--- src/rtl/ifu_fetch.sv ---
// Single-outstanding instruction fetch unit: REQ -> RESP -> OUT, 3 cycles per instruction at best.
// Redirects while a read is in flight are deferred through flush_pending until the response drains.
module ifu_fetch #(
  parameter logic [31:0] RESET_PC = 32'h8000_0000,
  parameter logic [3:0]  ARID_VAL = 4'd0
) (
  input  logic        clk,
  input  logic        rst,
  output logic        arvalid,
  input  logic        arready,
  output logic [31:0] araddr,
  output logic [3:0]  arid,
  output logic [7:0]  arlen,
  output logic [2:0]  arsize,
  output logic [1:0]  arburst,
  output logic        rready,
  input  logic        rvalid,
  input  logic [1:0]  rresp,
  input  logic [31:0] rdata,
  input  logic        rlast,
  input  logic [3:0]  rid,
  output logic        inst_valid,
  input  logic        inst_ready,
  output logic [31:0] inst,
  output logic [31:0] inst_pc,
  output logic        inst_err,
  input  logic        redirect_valid,
  input  logic [31:0] redirect_pc
);

  typedef enum logic [1:0] {
    S_REQ  = 2'd0,
    S_RESP = 2'd1,
    S_OUT  = 2'd2
  } state_t;

  state_t      state;
  logic [31:0] pc;
  logic [31:0] target;
  logic        flush_pending;
  logic [31:0] redir_aligned;

  // Single-beat reads only, so the beat marker and ID carry no information.
  logic unused_inputs;
  assign unused_inputs = ^{rlast, rid, redirect_pc[1:0]};

  assign redir_aligned = {redirect_pc[31:2], 2'b00};

  assign araddr  = pc;
  assign arid    = ARID_VAL;
  assign arlen   = 8'd0;
  assign arsize  = 3'b010;
  assign arburst = 2'b01;

  always_ff @(posedge clk or negedge rst) begin
    if (!rst) begin
      state         <= S_REQ;
      pc            <= RESET_PC;
      target        <= RESET_PC;
      flush_pending <= 1'b0;
      arvalid       <= 1'b0;
      rready        <= 1'b0;
      inst_valid    <= 1'b0;
      inst          <= 32'd0;
      inst_pc       <= 32'd0;
      inst_err      <= 1'b0;
    end else begin
      case (state)
        S_REQ: begin
          // The address already presented is never retracted; a redirect only arms the flush.
          if (redirect_valid) begin
            flush_pending <= 1'b1;
            target        <= redir_aligned;
          end
          if (arvalid && arready) begin
            state   <= S_RESP;
            arvalid <= 1'b0;
            rready  <= 1'b1;
          end else begin
            arvalid <= 1'b1;
          end
        end

        S_RESP: begin
          if (rvalid && rready) begin
            rready        <= 1'b0;
            flush_pending <= 1'b0;
            if (redirect_valid) begin
              state   <= S_REQ;
              pc      <= redir_aligned;
              arvalid <= 1'b1;
            end else if (flush_pending) begin
              state   <= S_REQ;
              pc      <= target;
              arvalid <= 1'b1;
            end else begin
              state      <= S_OUT;
              inst_valid <= 1'b1;
              inst       <= rdata;
              inst_pc    <= pc;
              inst_err   <= (rresp != 2'b00);
            end
          end else if (redirect_valid) begin
            flush_pending <= 1'b1;
            target        <= redir_aligned;
          end
        end

        S_OUT: begin
          if (redirect_valid) begin
            state      <= S_REQ;
            pc         <= redir_aligned;
            inst_valid <= 1'b0;
            arvalid    <= 1'b1;
          end else if (inst_ready) begin
            state      <= S_REQ;
            pc         <= pc + 32'd4;
            inst_valid <= 1'b0;
            arvalid    <= 1'b1;
          end
        end

        default: begin
          state      <= S_REQ;
          arvalid    <= 1'b0;
          rready     <= 1'b0;
          inst_valid <= 1'b0;
        end
      endcase
    end
  end

endmodule

--- config.mk ---
export PLATFORM = sky130hd
export DESIGN_NAME = ifu_fetch
export DESIGN_NICKNAME = d
export VERILOG_FILES = /design/src/rtl/ifu_fetch.sv
export SDC_FILE = /design/constraint.sdc
export NUM_CORES = 1
export LEC_CHECK = 0
export ABC_AREA = 1
export BUFFER_PORTS_ARGS = -buffer_cell sky130_fd_sc_hd__buf_2
export CELL_PAD_IN_SITES_DETAIL_PLACEMENT = 0
export CELL_PAD_IN_SITES_GLOBAL_PLACEMENT = 1
export CORE_MARGIN = 2
export CORE_UTILIZATION = 37
export DETAILED_ROUTE_END_ITERATION = 10
export GPL_TIMING_DRIVEN = 0
export PLACE_DENSITY_LB_ADDON = 0.1
export SLEW_MARGIN = 20
export SYNTH_ARGS = -nofsm -noshare
export SYNTH_HDL_FRONTEND = slang
export SYNTH_SLANG_ARGS = --single-unit
--- constraint.sdc ---
create_clock -name clk -period 2.35 [get_ports clk]
set_input_delay 0.47 -clock clk [delete_from_list [all_inputs] [get_ports clk]]
set_output_delay 0.47 -clock clk [all_outputs]
set_load 0.05 [all_outputs]
=== Word level (Yosys, flattened, before mapping) ===
Cells that the tools add are included.
Widths: inputs -> output; s select.

* Add/subtract/negate cells: 1
* Equal/unequal tests: 9
* Mux-type cells: 35
* Bitwise operators: 4
* Reduce and logical (&&, ||, !) cells: 13

{| class="wikitable"
|+ Operator list
! operator !! count
|-
| $mux 32 || 7
|-
| $pmux 32 s2 || 2
|-
| $add 32x3->32 const B || 1
|-
| $mux 1 || 15
|-
| $mux 2 || 6
|-
| $ne 2x2->1 const B || 5
|-
| $pmux 1 s3 || 3
|-
| $reduce_and 3->1 || 3
|-
| $reduce_and 4->1 || 2
|-
| $ne 3x3->1 const B || 2
|-
| $pmux 2 s3 || 1
|-
| $reduce_bool 2->1 || 3
|-
| $reduce_and 5->1 || 1
|-
| $not 1->1 || 4
|-
| $eq 2x1->1 const B || 1
|-
| $eq 2x2->1 const B || 1
|-
| $logic_and 1x1->1 || 2
|-
| $logic_not 2->1 || 1
|-
| $pmux 1 s2 || 1
|-
| $reduce_and 2->1 || 1
|}

* Bits in registers: 135
* Input bits: 77
* Output and inout port bits: 117
* Word-level logic and storage cells: 72

=== Logic depth before layout (Yosys ltp) ===
* Depth in word-level cells: 4
* Depth in mapped cells: 10
* Gate-level depth less buffers: 9

=== Least setup slack after synthesis ===
Ideal clock, no wire load.

* Path type: register to register
* Start point: reg pc[3] (netlist: araddr[3])
* End point: reg pc[28] (netlist: araddr[28])
* Setup time: 78 ps
* Arrival time: 1897 ps
* Required time: 2272 ps
* Path slack: 375 ps
* Cell stages (with the launch flop): 10
* Buffers on the path: 0
* Cell sequence: dfrtp_1 ha_1 nand2_1 nor2_1 nand2_1 nor2_1 nand2_1 nand2_1 nand3_1 a21boi_1

* Longest elaborated chain between the ends: 4

{| class="wikitable"
|+ RTL lines
! what !! line !! RTL
|-
| from (decl) || 38 || <nowiki>logic [31:0] pc;</nowiki>
|-
| from (signal assigned) || 90 || <nowiki>pc <= redir_aligned;</nowiki>
|-
| from (signal assigned) || 94 || <nowiki>pc <= target;</nowiki>
|-
| from (signal assigned) || 112 || <nowiki>pc <= redir_aligned;</nowiki>
|-
| $add 32x3->32 || 117 || <nowiki>pc <= pc + 32'd4;</nowiki>
|-
| $mux 32 || 115 || <nowiki>end else if (inst_ready) begin</nowiki>
|-
| $mux 32 || 110 || <nowiki>if (redirect_valid) begin</nowiki>
|-
| $pmux 32 s2 || 68 || <nowiki>case (state)</nowiki>
|}

Every way passes these cells. The select of a mux whose other input is x is not followed.
A chain may end at the register's enable or synchronous reset.

=== Worst setup path after layout ===
* Start point: reg state[0]
* End point: reg pc[29] (netlist: araddr[29])

* Longest elaborated chain between the ends: 3
* Elaborated cells between the ends (all ways): 8
* Those cells by class: eq/ne (5); mux (1); reduce/logical (2)

{| class="wikitable"
|+ RTL lines
! what !! line !! RTL
|-
| from (decl) || 37 || <nowiki>state_t state;</nowiki>
|-
| from (signal assigned) || 57 || <nowiki>state <= S_REQ;</nowiki>
|-
| from (signal assigned) || 76 || <nowiki>state <= S_RESP;</nowiki>
|-
| from (signal assigned) || 89 || <nowiki>state <= S_REQ;</nowiki>
|-
| $eq 2x1->1 / $eq 2x2->1 (equally long branches) || 68 ||
|-
| $ne 3x3->1 (no line), or another cell as far along || n/a ||
|-
| $reduce_and 4->1 (no line) || n/a ||
|}

Several ways; a longest one is shown, not always the timed one.

==> metrics.txt <==
# TYPE chip_impl_metric gauge
chip_impl_metric{name="final_nets",unit=""} 1134
chip_impl_metric{name="grt_util_all_layers",unit="%"} 21.9
chip_impl_info{name="start_kind",value="flip-flop"} 1
chip_impl_metric{name="report.final.setup_viol",unit=""} 0
chip_impl_metric{name="grt-ovfl-total",unit=""} 0
chip_impl_metric{name="max_clock_freq",unit="GHz"} 0.450
chip_impl_info{name="mostFrequentLayoutCell",value="sky130_fd_sc_hd__nand2_1"} 1
chip_impl_metric{name="grt_max_degree",unit=""} 82
chip_impl_info{name="layout.cells.most_common_list",value="sky130_fd_sc_hd__nand2_1 (290), sky130_fd_sc_hd__buf_2 (176), sky130_fd_sc_hd__dfrtp_1 (133), sky130_fd_sc_hd__inv_1 (71), sky130_fd_sc_hd__nor2_1 (64)"} 1
chip_impl_metric{name="portBuffers",unit=""} 168
chip_impl_metric{name="insertedDiodeCount",unit=""} 0
chip_impl_info{name="crit_path_frequent_cell",value="sky130_fd_sc_hd__nor2_1"} 1
chip_impl_metric{name="area.growth.synth_to_final",unit="%"} 29.8
chip_impl_info{name="timing.setup.critical_path_class",value="flip-flop to flip-flop"} 1
chip_impl_metric{name="dp_hpwl",unit="mm"} 15.1
chip_impl_metric{name="initial_core_utilization",unit="%"} 38.0
chip_impl_metric{name="power_leakage",unit="uW"} 0.00446
chip_impl_metric{name="drt-pass1-iter-count",unit=""} 6
chip_impl_metric{name="worst_slack",unit="ns"} 0.130
chip_impl_metric{name="synth.yosys.seq_area_share",unit="%"} 51.3
chip_impl_metric{name="gp_congestion",unit=""} 0.845
chip_impl_info{name="rsz0062_at_grt",value="false"} 1
chip_impl_info{name="status",value="complete, no violations"} 1
chip_impl_metric{name="slew_viol_final",unit=""} 0
chip_impl_metric{name="hold_slack",unit="ns"} 0.242
chip_impl_metric{name="synth-seq-cells",unit=""} 135
chip_impl_info{name="hp_class",value="primary input to flip-flop"} 1
chip_impl_metric{name="cts_buffers",unit=""} 17
chip_impl_metric{name="cts-htree-levels",unit=""} 4
chip_impl_metric{name="design.die.area",unit="mm^2"} 0.0189
chip_impl_metric{name="design.portCount",unit=""} 194
chip_impl_metric{name="multiInputGateArea",unit="mm^2"} 0.00273
chip_impl_metric{name="reg2reg_slack",unit="ns"} 0.13
chip_impl_metric{name="hold_viol",unit=""} 0
chip_impl_metric{name="pre_cts_ws",unit="ns"} 0.0417
chip_impl_metric{name="final_layout_size_suffix_gt1_share",unit="%"} 24.0
chip_impl_metric{name="viasPerCell",unit=""} 4.74
chip_impl_metric{name="drc",unit=""} 0
chip_impl_metric{name="synth_cell_types",unit=""} 30
chip_impl_metric{name="wl_per_cell",unit="um"} 15.7
chip_impl_metric{name="synth.yosys.warnings",unit=""} 0
chip_impl_metric{name="cp_data_arrival_time",unit="ns"} 2.57
chip_impl_metric{name="width_of_the_die",unit="um"} 137
chip_impl_metric{name="antenna_found_initial",unit=""} 0
chip_impl_metric{name="cts-root-to-sink-buffers",unit=""} 2
chip_impl_metric{name="power-per-cell-area",unit="mW/mm^2"} 1680
chip_impl_metric{name="power.ir.vdd_worst",unit="mV"} 0.679
chip_impl_metric{name="dr_total_vias",unit=""} 6108
chip_impl_metric{name="clock_latency",unit="ns"} 0.42
chip_impl_metric{name="detail_route.wirelength",unit="mm"} 20.2
chip_impl_info{name="hold_path.startpoint",value="rdata[14]"} 1
chip_impl_info{name="path_cells",value="inv_1 > ha_1 > nor2_1 > inv_2 > clkbuf_1 > o21ai_0 > nor2_1 > a21oi_1"} 1
chip_impl_metric{name="die_h",unit="um"} 137
chip_impl_metric{name="grt_pass1_wl",unit="mm"} 31.4
chip_impl_info{name="reg2reg_from",value="state[0]"} 1
chip_impl_metric{name="crit_path_max_incr_delay",unit="ns"} 0.44
chip_impl_metric{name="register_area",unit="mm^2"} 0.00338
chip_impl_info{name="timing.hold.worst_endpoint",value="inst[14]"} 1
chip_impl_metric{name="tightestPinTransition",unit="ns"} 0.620
chip_impl_metric{name="clock_sink_count",unit=""} 135
chip_impl_info{name="clock_tree_from_tritoncts",value="yes"} 1
chip_impl_metric{name="synth_area_per_cell",unit="um^2"} 7.80
chip_impl_info{name="startpoint",value="state[0]"} 1
chip_impl_info{name="cell_chosen_for_the_clock_root",value="sky130_fd_sc_hd__clkbuf_16"} 1
chip_impl_metric{name="number_of_nets_still_failing_antenna_checks_after_routing",unit=""} 0
chip_impl_metric{name="netlist_instances",unit=""} 845
chip_impl_info{name="crit_path_end_kind",value="flip-flop"} 1
chip_impl_metric{name="critical_path_peak_fanout",unit=""} 10
chip_impl_metric{name="crit_required",unit="ns"} 2.69
chip_impl_metric{name="via_count_of_the_first_global_routing_pass",unit=""} 5710
chip_impl_metric{name="cap_viol_max_count",unit=""} 0
chip_impl_metric{name="timing.final.crit_share",unit="%"} 94.5
chip_impl_info{name="worst_r2r_endpoint",value="araddr[29]"} 1
chip_impl_metric{name="period_minus_slack",unit="ns"} 2.22
chip_impl_metric{name="coreArea",unit="mm^2"} 0.0174
chip_impl_metric{name="hold_path_depth",unit=""} 3
chip_impl_info{name="slowest_cell_on_the_critical_path",value="sky130_fd_sc_hd__o21ai_0"} 1
chip_impl_metric{name="fin_skew",unit="ns"} 0.00728
chip_impl_metric{name="drc_violation_total_after_the_first_tritonroute_iteration",unit=""} 355
chip_impl_metric{name="reg2reg_depth",unit=""} 8
chip_impl_metric{name="post_synth_instance_area",unit="mm^2"} 0.00659
chip_impl_metric{name="slew_headroom",unit="%"} 58.7
chip_impl_metric{name="fillers",unit=""} 1787
chip_impl_metric{name="std_cell_rows",unit=""} 48
chip_impl_metric{name="path_clk_slew",unit="ns"} 0.06
==> power by group <==
part / internal [uW] / switching [uW]
registers: 3370 / 733
logic: 1790 / 5380
clock network: 2040 / 1040
total: 7200 / 7160
==> through the flow <==
step                      instances  setup TNS (ns)  instance area (um^2)  utilization [%]  power (uW)
after floorplan                 860               0                  6640                -        9220
after global placement         1253         -161.57                  7770             44.7       11200
after detailed placement       1254               0                  7800             45.0       11200
after CTS                      1286               0                  8490             48.9       14300
after global routing           1289               0                  8550             49.3       15300
final                          1289               0                  8550             49.3       14400
==> cells by family after synthesis <==
kind of cell               synth area share, %
adders and majority gates                0.950
xor gates and xnor gates                 0.931
buffers and inverters                     8.49
and+or+nand+nor                           25.5
AOI/OAI and AO/OA                         12.7
other                                    0.114
DFF                                       51.3
==> what timing repair did <==
item / 4_1_cts / 5_1_grt
resized for setup: 0 / 16
setup buffers: 0 / 4
hold buffers: 1 / 0
endpoints found under the setup margin: 0 / 42
endpoints found under the hold margin: 54 / 0
==> how the worst max path moves through the flow <==
stage                       to  depth (start not counted)
finish              araddr[29]                          8
global route        araddr[29]                          8
global placement    target[25]                          1
floorplan           araddr[28]                          9
detailed placement  araddr[26]                          9
CTS                 araddr[16]                          9
==> metal layers <==
| layer | GRT usage [%] | vias to the layer above | routed length (um) |
|---|---|---|---|
| li1 | - | 3088 | - |
| met1 | 32.8 | 2819 | 10200 |
| met2 | 32.0 | 186 | 8440 |
| met3 | 4.42 | 15 | 1360 |
| met4 | 5.67 | 0 | 194 |
| met5 | 0 | - | 0 |
==> worst max-delay path: cells and delay by family (launching register included) <==
kind / cells / cell delay [ns]
adder cells (fa/ha/maj): 1 / 0.24
AND/OR/NAND/NOR: 2 / 0.43
buffers and inverters: 3 / 0.50
AO/OA/AOI/OAI: 2 / 0.59
flip-flops: 1 / 0.37
==> sequential cells by signal (all words and copies together), names as in the netlist <==
signal	cells
araddr	32
inst	32
inst_pc	32
target	32
state	2
arvalid	1
flush_pending	1
inst_err	1
inst_valid	1
rready	1
==> Yosys cell counts, drive strengths merged <==
cell type | instances | share of area (%)
nand2 | 292 | 17
dfrtp | 133 | 51
o21ai | 88 | 6.7
inv | 78 | 4.4
nor2 | 72 | 4.2
nand3 | 49 | 3.7
buf | 28 | 2.8
clkbuf | 22 | 1.3
a21boi | 21 | 2.4
o22ai | 19 | 1.8
a21oi | 10 | 0.76
xor2 | 7 | 0.93
ha | 5 | 0.95
o21a | 5 | 0.57
nand4 | 4 | 0.38
nor3 | 3 | 0.40
conb | 2 | 0.11
dfstp | 2 | 0.80
o211ai | 2 | 0.23
and2 | 1 | 0.095
o221ai | 1 | 0.13
o41ai | 1 | 0.13
==> layout make-up <==
| type | instances | share of cell area [%] |
|---|---|---|
| plain buffers | 49 | 3.12 |
| clock buffers | 19 | 5.30 |
| clock inverters | 12 | 2.62 |
| inverters | 78 | 3.42 |
| multi-input cells | 597 | 32.0 |
| flip-flops and latches | 135 | 39.5 |
| well taps | 225 | 3.29 |
| repair buffers | 174 | 10.7 |
Note: power is estimated with default switching activity, not from simulation.
